<file path="config.mk">
export PLATFORM = sky130hd
export DESIGN_NAME = mac_sequencer
export DESIGN_NICKNAME = d
export VERILOG_FILES = /design/src/rtl/mac_sequencer.sv
export SDC_FILE = /design/constraint.sdc
export NUM_CORES = 1
export LEC_CHECK = 0
export CORE_UTILIZATION = 59
export CTS_BUF_LIST = sky130_fd_sc_hd__clkbuf_2 sky130_fd_sc_hd__clkbuf_4 sky130_fd_sc_hd__clkbuf_8
export DETAILED_ROUTE_END_ITERATION = 6
export DONT_BUFFER_PORTS = 1
export GPL_TIMING_DRIVEN = 0
export PLACE_DENSITY = 0.83
export SKIP_LAST_GASP = 1
export SLEW_MARGIN = 20
export SYNTH_ARGS = -nofsm -noshare
export SYNTH_HDL_FRONTEND = slang
export SYNTH_SLANG_ARGS = --single-unit
</file>
<file path="constraint.sdc">
create_clock -name clk -period 1.5 [get_ports clk]
set_clock_uncertainty 0.1 [all_clocks]
set_input_delay 0.075 -clock clk [delete_from_list [all_inputs] [get_ports clk]]
set_output_delay 0.075 -clock clk [all_outputs]
set_load 0.05 [all_outputs]
</file>
<file path="src/rtl/mac_sequencer.sv">
// ---------------------------------------------------------------------------
// mac_sequencer
//   Sequences a dot-product job onto an external multiply-accumulate unit.
//   A start in IDLE latches the element count. The MAC is then cleared once,
//   and one A/B operand pair is streamed per cycle whenever both sources have
//   data. After the last pair, the final accumulator value is captured and a
//   one-cycle done pulse is raised.
//
// Ports
//   clk, rst_n          clock; asynchronous reset, active HIGH despite the name
//   start, abort, len   job control; len is latched when start is accepted
//   a_valid/a_data      A operand source (FIFO style)
//   b_valid/b_data      B operand source (FIFO style)
//   a_rd_en/b_rd_en     pop strobes back to the A/B sources
//   mac_en/mac_clr      MAC accumulate enable / accumulator clear
//   mac_a/mac_b         MAC operands, forced to zero when mac_en is low
//   mac_cout            MAC accumulator value
//   busy, done          job in flight / one-cycle completion pulse
//   result/result_valid captured dot product and its qualifier
//   dbg_state           current FSM state (IDLE=0 CLEAR=1 RUN=2 DRAIN=3 DONE=4)
//
// Source handshake: x_valid=1 means x_data holds the head element. The
// sequencer pops a source by raising x_rd_en for one cycle while x_valid=1,
// and the element is consumed on that rising edge. The A and B sources are
// always popped together (rd_en only when both valids are high), so the two
// streams can never drift out of step.
// ---------------------------------------------------------------------------
module mac_sequencer #(
    parameter int DATA_WIDTH = 8,
    parameter int LEN_W      = 4
) (
    input  logic                    clk,
    input  logic                    rst_n,
    input  logic                    start,
    input  logic                    abort,
    input  logic [LEN_W-1:0]        len,
    input  logic                    a_valid,
    input  logic [DATA_WIDTH-1:0]   a_data,
    input  logic                    b_valid,
    input  logic [DATA_WIDTH-1:0]   b_data,
    output logic                    a_rd_en,
    output logic                    b_rd_en,
    output logic                    mac_en,
    output logic                    mac_clr,
    output logic [DATA_WIDTH-1:0]   mac_a,
    output logic [DATA_WIDTH-1:0]   mac_b,
    input  logic [3*DATA_WIDTH-1:0] mac_cout,
    output logic                    busy,
    output logic                    done,
    output logic [3*DATA_WIDTH-1:0] result,
    output logic                    result_valid,
    output logic [2:0]              dbg_state
);

    typedef enum logic [2:0] {
        S_IDLE  = 3'd0,
        S_CLEAR = 3'd1,
        S_RUN   = 3'd2,
        S_DRAIN = 3'd3,
        S_DONE  = 3'd4
    } state_t;

    state_t                  r_state;
    state_t                  w_next;
    logic [LEN_W-1:0]        r_len;
    logic [LEN_W-1:0]        r_cnt;
    logic [3*DATA_WIDTH-1:0] r_result;
    logic                    r_result_valid;

    logic w_fire;       // one operand pair handed to the MAC this cycle
    logic w_accept;     // start accepted in IDLE
    logic w_cancel;     // abort honoured in CLEAR/RUN/DRAIN
    logic w_capture;    // DRAIN completing normally: sample the accumulator
    logic w_last;       // current fire is the final element of the job

    assign w_last = (r_cnt == r_len - LEN_W'(1));

    // State register
    always_ff @(posedge clk or posedge rst_n) begin
        if (rst_n) begin
            r_state <= S_IDLE;
        end else begin
            r_state <= w_next;
        end
    end

    // Next-state and per-cycle strobes
    always_comb begin
        w_next    = r_state;
        w_fire    = 1'b0;
        w_accept  = 1'b0;
        w_cancel  = 1'b0;
        w_capture = 1'b0;
        mac_clr   = 1'b0;
        case (r_state)
            S_IDLE: begin
                // Abort outranks a simultaneous start.
                if (start && !abort) begin
                    w_accept = 1'b1;
                    w_next   = (len == '0) ? S_DONE : S_CLEAR;
                end
            end
            S_CLEAR: begin
                if (abort) begin
                    w_cancel = 1'b1;
                    w_next   = S_IDLE;
                end else begin
                    mac_clr = 1'b1;
                    w_next  = S_RUN;
                end
            end
            S_RUN: begin
                if (abort) begin
                    w_cancel = 1'b1;
                    w_next   = S_IDLE;
                end else if (a_valid && b_valid) begin
                    w_fire = 1'b1;
                    if (w_last) begin
                        w_next = S_DRAIN;
                    end
                end
            end
            S_DRAIN: begin
                if (abort) begin
                    w_cancel = 1'b1;
                    w_next   = S_IDLE;
                end else begin
                    w_capture = 1'b1;
                    w_next    = S_DONE;
                end
            end
            S_DONE: begin
                // Abort is deliberately not looked at: the job is complete.
                w_next = S_IDLE;
            end
            default: begin
                w_next = S_IDLE;
            end
        endcase
    end

    // Job bookkeeping and result capture
    always_ff @(posedge clk or posedge rst_n) begin
        if (rst_n) begin
            r_len          <= '0;
            r_cnt          <= '0;
            r_result       <= '0;
            r_result_valid <= 1'b0;
        end else begin
            if (w_accept) begin
                r_len          <= len;
                r_cnt          <= '0;
                r_result_valid <= 1'b0;
                if (len == '0) begin
                    r_result <= '0;
                end
            end
            if (w_fire) begin
                r_cnt <= r_cnt + LEN_W'(1);
            end
            if (w_cancel) begin
                r_result_valid <= 1'b0;
            end
            if (w_capture) begin
                r_result <= mac_cout;
            end
            // Entering DONE, either from DRAIN or from a zero-length start.
            // This is placed last so it takes precedence over the clear on
            // accept.
            if (w_next == S_DONE && r_state != S_DONE) begin
                r_result_valid <= 1'b1;
            end
        end
    end

    assign mac_en       = w_fire;
    assign a_rd_en      = w_fire;
    assign b_rd_en      = w_fire;
    assign mac_a        = w_fire ? a_data : '0;
    assign mac_b        = w_fire ? b_data : '0;
    assign busy         = (r_state != S_IDLE);
    assign done         = (r_state == S_DONE);
    assign result       = r_result;
    assign result_valid = r_result_valid;
    assign dbg_state    = r_state;

endmodule

</file>
==> results.txt <==
Avg Cell Area, Syn - 9.58 um^2
Final period util - 142%
Leak Pwr - 1.27 nW
# setup viols final - 58
Via-to-Cell Ratio - 6.91
highest-count cells in the layout ignoring fill and taps - nand2_1, dfrtp_1, dlygate4sd3_1
share of cells above drive strength 1 - 44.3%
register area share after synthesis - 50.0%
Required @ worst endpoint - 1.32 ns
setup slack after layout - -0.637 ns
DIE WIDTH - 57.2 um
Async SR Flop Fraction - 100%
drt wl/cell - 25.6 um
status - finished, violations left
Min Clock Period, post-route - 2.14 ns
clock-pin slew on the worst setup and hold paths - 0.10 ns
global-route wire length before repair - 8.40 mm
Tightest Pin Transition - 0.728 ns
Max-slew headroom - 51.4%
std cell rows - 19
drt total wl - 7.09 mm
antenna violations before repair - 0
Yosys warnings - 0
Mapped Area - 1800 um^2
Core ar. - 2830 um^2
area grow syn2layout - 50.9%
RSZ-0062 raised after global routing - true
Post-synth EDFFs - 0
most common cell after layout, fill and taps aside - nand2_1
failing checks - DRC, setup timing
Seq cells post-synth - 36
Post-synth top flop - dfrtp_1
GR Overflow Total - 0
initial core utilization - 63.6%
CTS root buffer - clkbuf_4
Achievable Freq - 0.468 GHz
clk buf depth - 2
CTS Buf Count - 5
Max Transition Viols Final - 0
hpwl dp - 2.85 mm
final std cells w/o fill - 277
syn_nets - 240
pre-CTS WS - -0.337 ns
GRT Util Overall - 35.9%
DRC viols - 6
cells after synthesis - 188
ANT nets after route - 0
total clock sinks - 36
largest fanout on the critical path - 6
CTS tree - yes
I/O pin count - 100
Pre-antenna DRT Iters - 7
Initial DRC Count - 170
Hold Violations, Final - 0
die area - 3280 um^2
Worst IR Drop VDD - 1.56 mV
Max Cap Viol - 0
RD Place Congestion - 0.788
# port buffers - 0
DR vias - 1,914
largest net degree at the start of global routing - 37
CP endpoint kind - primary output
Netlist cell types - 34
post-layout net count - 297
CP arrival - 1.96 ns
CP Launch Type - flop
Power Density - 1250 nW/um^2
Hold Crit Class - in -> reg
DIE HEIGHT - 57.2 um
CTS H-tree depth - 2
Setup CP Type - reg -> out
n_diodes - 0
vias in the first global route - 1,673
post-placement cell count - 219
clk_lat worst skew - 0.37 ns
==> path summary, 6_finish.rpt <==
check / start / end / slack (ns) / cells past startpoint
max: dbg_state[0] / b_rd_en / -0.64 / 5
min: start / result[22] / 0.12 / 3
max reg2reg: dbg_state[0] / result[4] / -0.55 / 8
min reg2reg: r_len[3] / r_len[3] / 0.47 / 1
max in group asynchronous: rst_n / dbg_state[2] / 0.59 / 2
min in group asynchronous: rst_n / dbg_state[2] / 0.18 / 2
==> Yosys cell counts, drive strengths merged, types with 2 or more instances <==
cell type | n | share of area, %
a22o | 2 | 0.97
xor2 | 2 | 0.97
nor3 | 2 | 0.56
and2 | 2 | 0.83
nor2b | 2 | 0.69
o21ai | 25 | 6.9
ha | 2 | 1.4
nor2 | 3 | 0.63
inv | 3 | 0.63
buf | 16 | 6.3
xnor2 | 6 | 2.9
dfrtp | 36 | 50
nand2 | 50 | 10
and3 | 17 | 5.9
mux2 | 5 | 3.1
==> kinds of logic after synthesis <==
kind of cell / Yosys count / share of synthesized area [%]
fa+ha+maj: 2 / 1.39
buf+inv: 20 / 7.09
mux: 5 / 3.13
flops: 36 / 50.0
compound gates: 31 / 10.4
simple gates: 86 / 24.1
xor+xnor: 8 / 3.89
==> sequential cells by signal (all words and copies together), names as in the netlist <==
register and flops:
dbg_state 3, result 24, result_valid 1, r_len 4
r_cnt 4
==> layer usage <==
layer	part of all wire [%]	track usage, %	vias up	routed length [um]
met3	9.7	7.48	61	686
met4	7.7	18.8	0	549
met5	0	0	-	0
li1	-	-	747	-
met2	52	65.7	178	3660
met1	31	38.8	928	2190
==> worst max-delay path: stages, from the launching register on <==
cell and delay (ns):
dfrtp_2 0.54, buf_6 0.17, and4b_1 0.29, buf_6 0.14, and2_4 0.28, buf_8 0.19
==> metrics by stage <==
step                      util, %  hold slack, ns  power (mW)  TNS (ns)  area (um^2)
final                        96.0           0.116        3.38    -27.88         2720
after floorplan                 -          0.0419        2.34     -6.59         1880
after global routing         96.0          0.0997        3.47    -30.74         2720
after detailed placement     67.9          0.0122        2.45    -13.12         1920
after CTS                    90.0          0.0168        3.17    -24.51         2550
after global placement       67.9          0.0428        2.41    -12.19         1920
==> layout make-up <==
cell class                      instances  area (um^2)
Multi-Input combinational cell        132         1010
Sequential cell                        36          907
Timing Repair Buffer                   51          519
Buffer                                 16          166
Fill cell                              59          113
Clock buffer                            6         51.3
Tap cell                               31         38.8
Inverter                                3         11.3
Clock inverter                          2         10.0
==> power by group <==
| group | internal, mW | switching [mW] |
|---|---|---|
| sequential | 1.17 | 0.855 |
| clock | 0.223 | 0.350 |
| combinational | 0.370 | 0.417 |
==> repair_timing <==
item                                    CTS  global route
hold buffers                             30             0
pin swaps                                32            17
gates cloned                              2             2
endpoints found under the setup margin   57            58
setup buffers                            11             7
hold endpoints to repair                 68             0
resized for setup                        50            30
Power figures use the tool's default switching activity.
